==> config.mk <==
export PLATFORM = sky130hd
export DESIGN_NAME = viterbi_bmu_soft
export DESIGN_NICKNAME = d
export VERILOG_FILES = /design/src/rtl/viterbi_bmu_soft.sv
export SDC_FILE = /design/constraint.sdc
export NUM_CORES = 1
export LEC_CHECK = 0
export BUFFER_PORTS_ARGS = -buffer_cell sky130_fd_sc_hd__buf_2
export CORE_MARGIN = 2
export CORE_UTILIZATION = 50
export DETAILED_ROUTE_END_ITERATION = 6
export PLACE_DENSITY = 0.73
export SLEW_MARGIN = 0
export SYNTH_ARGS = -nofsm -noshare
export SYNTH_HDL_FRONTEND = slang
export SYNTH_HIERARCHICAL = 1
export SYNTH_SLANG_ARGS = --single-unit
==> constraint.sdc <==
create_clock -name clk -period 3.5 [get_ports clk]
set_input_delay 0.35 -clock clk [delete_from_list [all_inputs] [get_ports clk]]
set_output_delay 0.35 -clock clk [all_outputs]
set_load 0.005 [all_outputs]
==> src/rtl/viterbi_bmu_soft.sv <==
// Pipelined soft/hard branch-metric unit: per-symbol distances in stage 1,
// adder tree onto the hypothesis metrics in stage 2, plus per-frame counters.

module bmu_sym_dist #(
    parameter int SOFT_W = 3,
    parameter int HARD   = 0
) (
    input  logic [SOFT_W-1:0] sym,
    input  logic              erase,
    output logic [SOFT_W-1:0] d0,
    output logic [SOFT_W-1:0] d1
);
    localparam logic [SOFT_W-1:0] SMAX = '1;

    always_comb begin
        d0 = '0;
        d1 = '0;
        if (!erase) begin
            if (HARD != 0) begin
                d0 = SOFT_W'(sym[SOFT_W-1]);
                d1 = SOFT_W'(!sym[SOFT_W-1]);
            end else begin
                d0 = sym;
                d1 = SMAX - sym;
            end
        end
    end
endmodule

module viterbi_bmu_soft #(
    parameter  int N_OUT    = 2,
    parameter  int SOFT_W   = 3,
    parameter  int HARD     = 0,
    localparam int METRIC_W = SOFT_W + $clog2(N_OUT),
    localparam int N_HYP    = 2 ** N_OUT
) (
    input  logic                      clk,
    input  logic                      rst,
    input  logic                      in_valid,
    output logic                      in_ready,
    input  logic [N_OUT*SOFT_W-1:0]   in_sym,
    input  logic [N_OUT-1:0]          in_erase,
    input  logic                      in_last,
    output logic                      out_valid,
    input  logic                      out_ready,
    output logic [N_HYP*METRIC_W-1:0] out_bm,
    output logic                      out_last,
    output logic [15:0]               sym_count,
    output logic [15:0]               erase_count
);
    logic [N_OUT-1:0][SOFT_W-1:0]   d0_c, d1_c, d0_d, d1_d, d0_q, d1_q;
    logic [N_HYP-1:0][METRIC_W-1:0] bm_c, out_bm_d, out_bm_q;
    logic s1_valid_d, s1_valid_q, s1_last_d, s1_last_q;
    logic out_valid_d, out_valid_q, out_last_d, out_last_q;
    logic [15:0] sym_count_d, sym_count_q, erase_count_d, erase_count_q;
    logic [15:0] sym_base, erase_base;
    logic [16:0] erase_sum;
    logic        clr_d, clr_q;
    logic        adv1, adv2, accept;

    for (genvar i = 0; i < N_OUT; i++) begin : g_sym
        bmu_sym_dist #(.SOFT_W(SOFT_W), .HARD(HARD)) u_dist (
            .sym   (in_sym[i*SOFT_W +: SOFT_W]),
            .erase (in_erase[i]),
            .d0    (d0_c[i]),
            .d1    (d1_c[i])
        );
    end

    assign adv2     = !out_valid_q || out_ready;
    assign adv1     = !s1_valid_q || adv2;
    assign in_ready = adv1 && !rst;
    assign accept   = in_valid && in_ready;

    // Hypothesis bit i selects which stored distance symbol i contributes.
    always_comb begin
        bm_c = '0;
        for (int h = 0; h < N_HYP; h++) begin
            for (int i = 0; i < N_OUT; i++) begin
                if (((h >> i) & 1) != 0) bm_c[h] = bm_c[h] + METRIC_W'(d1_q[i]);
                else                     bm_c[h] = bm_c[h] + METRIC_W'(d0_q[i]);
            end
        end
    end

    always_comb begin
        s1_valid_d  = adv1 ? accept : s1_valid_q;
        d0_d        = accept ? d0_c : d0_q;
        d1_d        = accept ? d1_c : d1_q;
        s1_last_d   = accept ? in_last : s1_last_q;
        out_valid_d = adv2 ? s1_valid_q : out_valid_q;
        out_bm_d    = (adv2 && s1_valid_q) ? bm_c : out_bm_q;
        out_last_d  = (adv2 && s1_valid_q) ? s1_last_q : out_last_q;
    end

    // The count of a finished frame stays visible for one cycle, then clears;
    // an accept in that clearing cycle starts the new frame from zero.
    always_comb begin
        sym_base      = clr_q ? 16'd0 : sym_count_q;
        erase_base    = clr_q ? 16'd0 : erase_count_q;
        erase_sum     = {1'b0, erase_base};
        sym_count_d   = sym_base;
        erase_count_d = erase_base;
        clr_d         = 1'b0;
        if (accept) begin
            for (int i = 0; i < N_OUT; i++) erase_sum = erase_sum + 17'(in_erase[i]);
            sym_count_d   = (sym_base == 16'hFFFF) ? 16'hFFFF : sym_base + 16'd1;
            erase_count_d = erase_sum[16] ? 16'hFFFF : erase_sum[15:0];
            clr_d         = in_last;
        end
    end

    always_ff @(posedge clk) begin
        if (rst) begin
            s1_valid_q    <= 1'b0;
            d0_q          <= '0;
            d1_q          <= '0;
            s1_last_q     <= 1'b0;
            out_valid_q   <= 1'b0;
            out_bm_q      <= '0;
            out_last_q    <= 1'b0;
            sym_count_q   <= '0;
            erase_count_q <= '0;
            clr_q         <= 1'b0;
        end else begin
            s1_valid_q    <= s1_valid_d;
            d0_q          <= d0_d;
            d1_q          <= d1_d;
            s1_last_q     <= s1_last_d;
            out_valid_q   <= out_valid_d;
            out_bm_q      <= out_bm_d;
            out_last_q    <= out_last_d;
            sym_count_q   <= sym_count_d;
            erase_count_q <= erase_count_d;
            clr_q         <= clr_d;
        end
    end

    assign out_valid   = out_valid_q;
    assign out_bm      = out_bm_q;
    assign out_last    = out_last_q;
    assign sym_count   = sym_count_q;
    assign erase_count = erase_count_q;
endmodule

==> results.toml <==
[worst_setup_path]
crit_path_top_delay_cell = "fa_1"
worstPathCellList = "clkinv_1, nand2_1, fa_1, inv_1, ha_1, nand3b_1, nor4_4, nand3_1, a21oi_1"
startpoint_type = "flop"
rrSetupSlack_ps = 950
slowest_delay_ps = 410
crit_arrival_ps = 2830
path_max_fanout = 17
critPathTopFamily = "simple AND/OR/NAND/NOR gates"
crit_required_ps = 3780
end_kind = "flop"
crit_type = "flop to flop"
crit_buf_inv = 2

[layout]
antenna_cells = 0
layout-area-overhead-vs-synth_pct = 16.9
finalInstanceArea_mm2 = 0.00382
n_fill_cell = 576
drive_gt1_share_pct = 19.2
multi_input_area_mm2 = 0.00183
regArea_mm2 = 0.00130
layout.nets = 474

[clocking]
numCtsBuffers = 9
htree_num_levels = 3
hold_buffers = 0
clkSinkCount = 65
root_buffer = "clkbuf_8"
cts_buffer_depth = 2
post_cts_resized = 0
tritoncts = "yes"
clkTransAtPathRegs_ps = 70
clk_latency_ps = 350
postCtsSetupRepairBufs = 0

[synth]
ys_types = 45
syn_area_per_cell_um2 = 8.56
syn-num-nets = 414
synth_cells = 382
syn_area_mm2 = 0.00327
ys_seq_area_share_pct = 39.8
ys_ff_latch = 65
ys_warn_count = 6

[floorplanning]
start_util_pct = 51.5
rows = 29
die_y_um = 84.9
die_area_mm2 = 0.00720
io_pins = 64
core-area_mm2 = 0.00635
die_w_um = 84.9

[sta]
slew_headroom_pct = 52.1
report.final.slew_viol_count = 0
worst_pin_slew_ps = 719
hold_viol = 0
setup_violations = 0
rsz0062_at_grt = "no"
period_share_pct = 72.9
clock_skew_ps = 4.13
whs_ps = 252
fin_crit_ps = 2550
fmax_mhz = 392
setup_tns_ps = 0

[global_routing]
grt_remaining_overflow = 0
grt_pass1_wl_mm = 12.4
grt_max_degree = 57
grtUsageTotal_pct = 21.6
grt_pass1_vias = 2649
antenna_found_initial = 0

[drt]
drtIter0Drc = 139
drc_errors = 0
vias_per_cell = 5.43
routedWlPerCell_um = 14.0
vias = 2843
antenna_left = 0
wirelength_mm = 7.36
dr.pass1.iters = 4

[min_path]
min_path_type = "primary input to flop"

[placed_design]
place_area_mm2 = 0.00363
port_buffers = 63
dp_hpwl_mm = 5.20
gp_congestion = 0.806

[outcome]
status = "completed"

[pwr]
leakage_uw = 0.00164
p_per_area_mw_per_mm2 = 409
irDropWorstVdd_mv = 0.223

[flow_run]
maxCapViolCount = 0
==> metal layers <==
layer,vias up,track usage (%),routed length (um)
met5,-,0,0
met4,0,9.81,144
met1,1324,29.6,3530
met3,11,3.70,332
met2,65,33.4,3350
li1,1443,-,-
==> power by group <==
group | switching, uW | total [uW] | leakage, uW | internal [uW]
clock | 285 | 632 | 0.0000974 | 347
combinational | 85.3 | 147 | 0.00102 | 61.3
sequential | 18.9 | 784 | 0.000529 | 765
total | 389 | 1560 | 0.00164 | 1170
==> logic make-up after synthesis <==
family	synth area share, %
buffers and inverters	4.36
adder cells (fa/ha/maj)	8.42
AO/OA/AOI/OAI	12.7
AND/OR/NAND/NOR	28.3
flip-flops	39.8
XOR/XNOR	6.43
==> synth_stat cells (all sizes together) <==
cell,instances,area [um^2]
a21o,5,37.5
o311ai,1,8.76
a31oi,3,18.8
nor4,6,80.1
nor2b,16,100
nand2b,2,12.5
a21oi,25,125
nor4b,1,15.0
clkbuf,14,52.6
and3,5,31.3
nand4b,2,17.5
a211oi,9,67.6
buf,4,26.3
nand4,6,37.5
and4b,2,20.0
nor3b,1,7.51
and2,2,12.5
nand3b,10,75.1
or2,2,12.5
nand4bb,1,11.3
nand3,6,30.0
nand2,66,248
a22oi,1,7.51
o31ai,6,45.0
and4,6,52.6
ha,14,175
nor2,24,90.1
nor4bb,1,10.0
fa,5,100
o21a,1,7.51
inv,16,60.1
and3b,1,8.76
clkinv,1,3.75
o21ai,14,70.1
dfxtp,65,1300
a2bb2oi,1,8.76
nor3,11,55.1
xnor2,20,175
xor2,4,35.0
a311oi,2,17.5
==> path summary, 6_finish.rpt <==
kind	to	cells after the start	start
max	erase_count[2]	9	clr_q
min	s1_valid_q	3	in_valid
max reg2reg	erase_count[2]	9	clr_q
min reg2reg	out_bm[6]	2	out_bm[6]
==> placed cells by master (no fill, tap or decap), drive strengths merged, types with 4 or more instances in the layout <==
cell type,instances
nand4,6
nor2b,16
o21ai,14
and4,6
inv,16
a211oi,9
xnor2,20
a21o,5
nor2,24
ha,14
o31ai,6
nand3b,10
nor4,6
nand3,6
nand2,66
xor2,4
a21oi,25
fa,5
nor3,11
dfxtp,65
clkbuf,13
buf,67
and3,5
==> final cells by class <==
type	count	area share, %
Timing Repair Buffer	67	9.03
Clock inverter	3	1.05
Multi-Input combinational cell	282	47.8
Inverter	17	1.67
Clock buffer	13	3.90
Tap cell	77	2.52
Sequential cell	65	34.0
==> through the flow <==
stage	power, uW	utilization [%]	worst slack (ps)	std cells
2_1_floorplan	893	-	1170	382
3_3_place_gp	943	57.2	1040	508
3_5_place_dp	947	57.2	938	508
4_1_cts	1570	60.2	924	524
5_1_grt	1630	60.2	669	524
6_report	1560	60.2	950	524
==> registers in the layout, summed over array words and instances, names as in the netlist <==
name,flops
out_last,1
s1_last_q,1
s1_valid_q,1
clr_q,1
out_bm,16
d1_q,6
sym_count,16
d0_q,6
out_valid,1
erase_count,16
==> worst register-to-register path, stage by stage, from the launching register on <==
cell,delay [ps]
dfxtp_1,320
clkinv_1,270
nand2_1,150
fa_1,410
inv_1,70
ha_1,180
nand3b_1,150
nor4_4,320
nand3_1,400
a21oi_1,220
No activity file was read; power rests on OpenSTA's default activity.
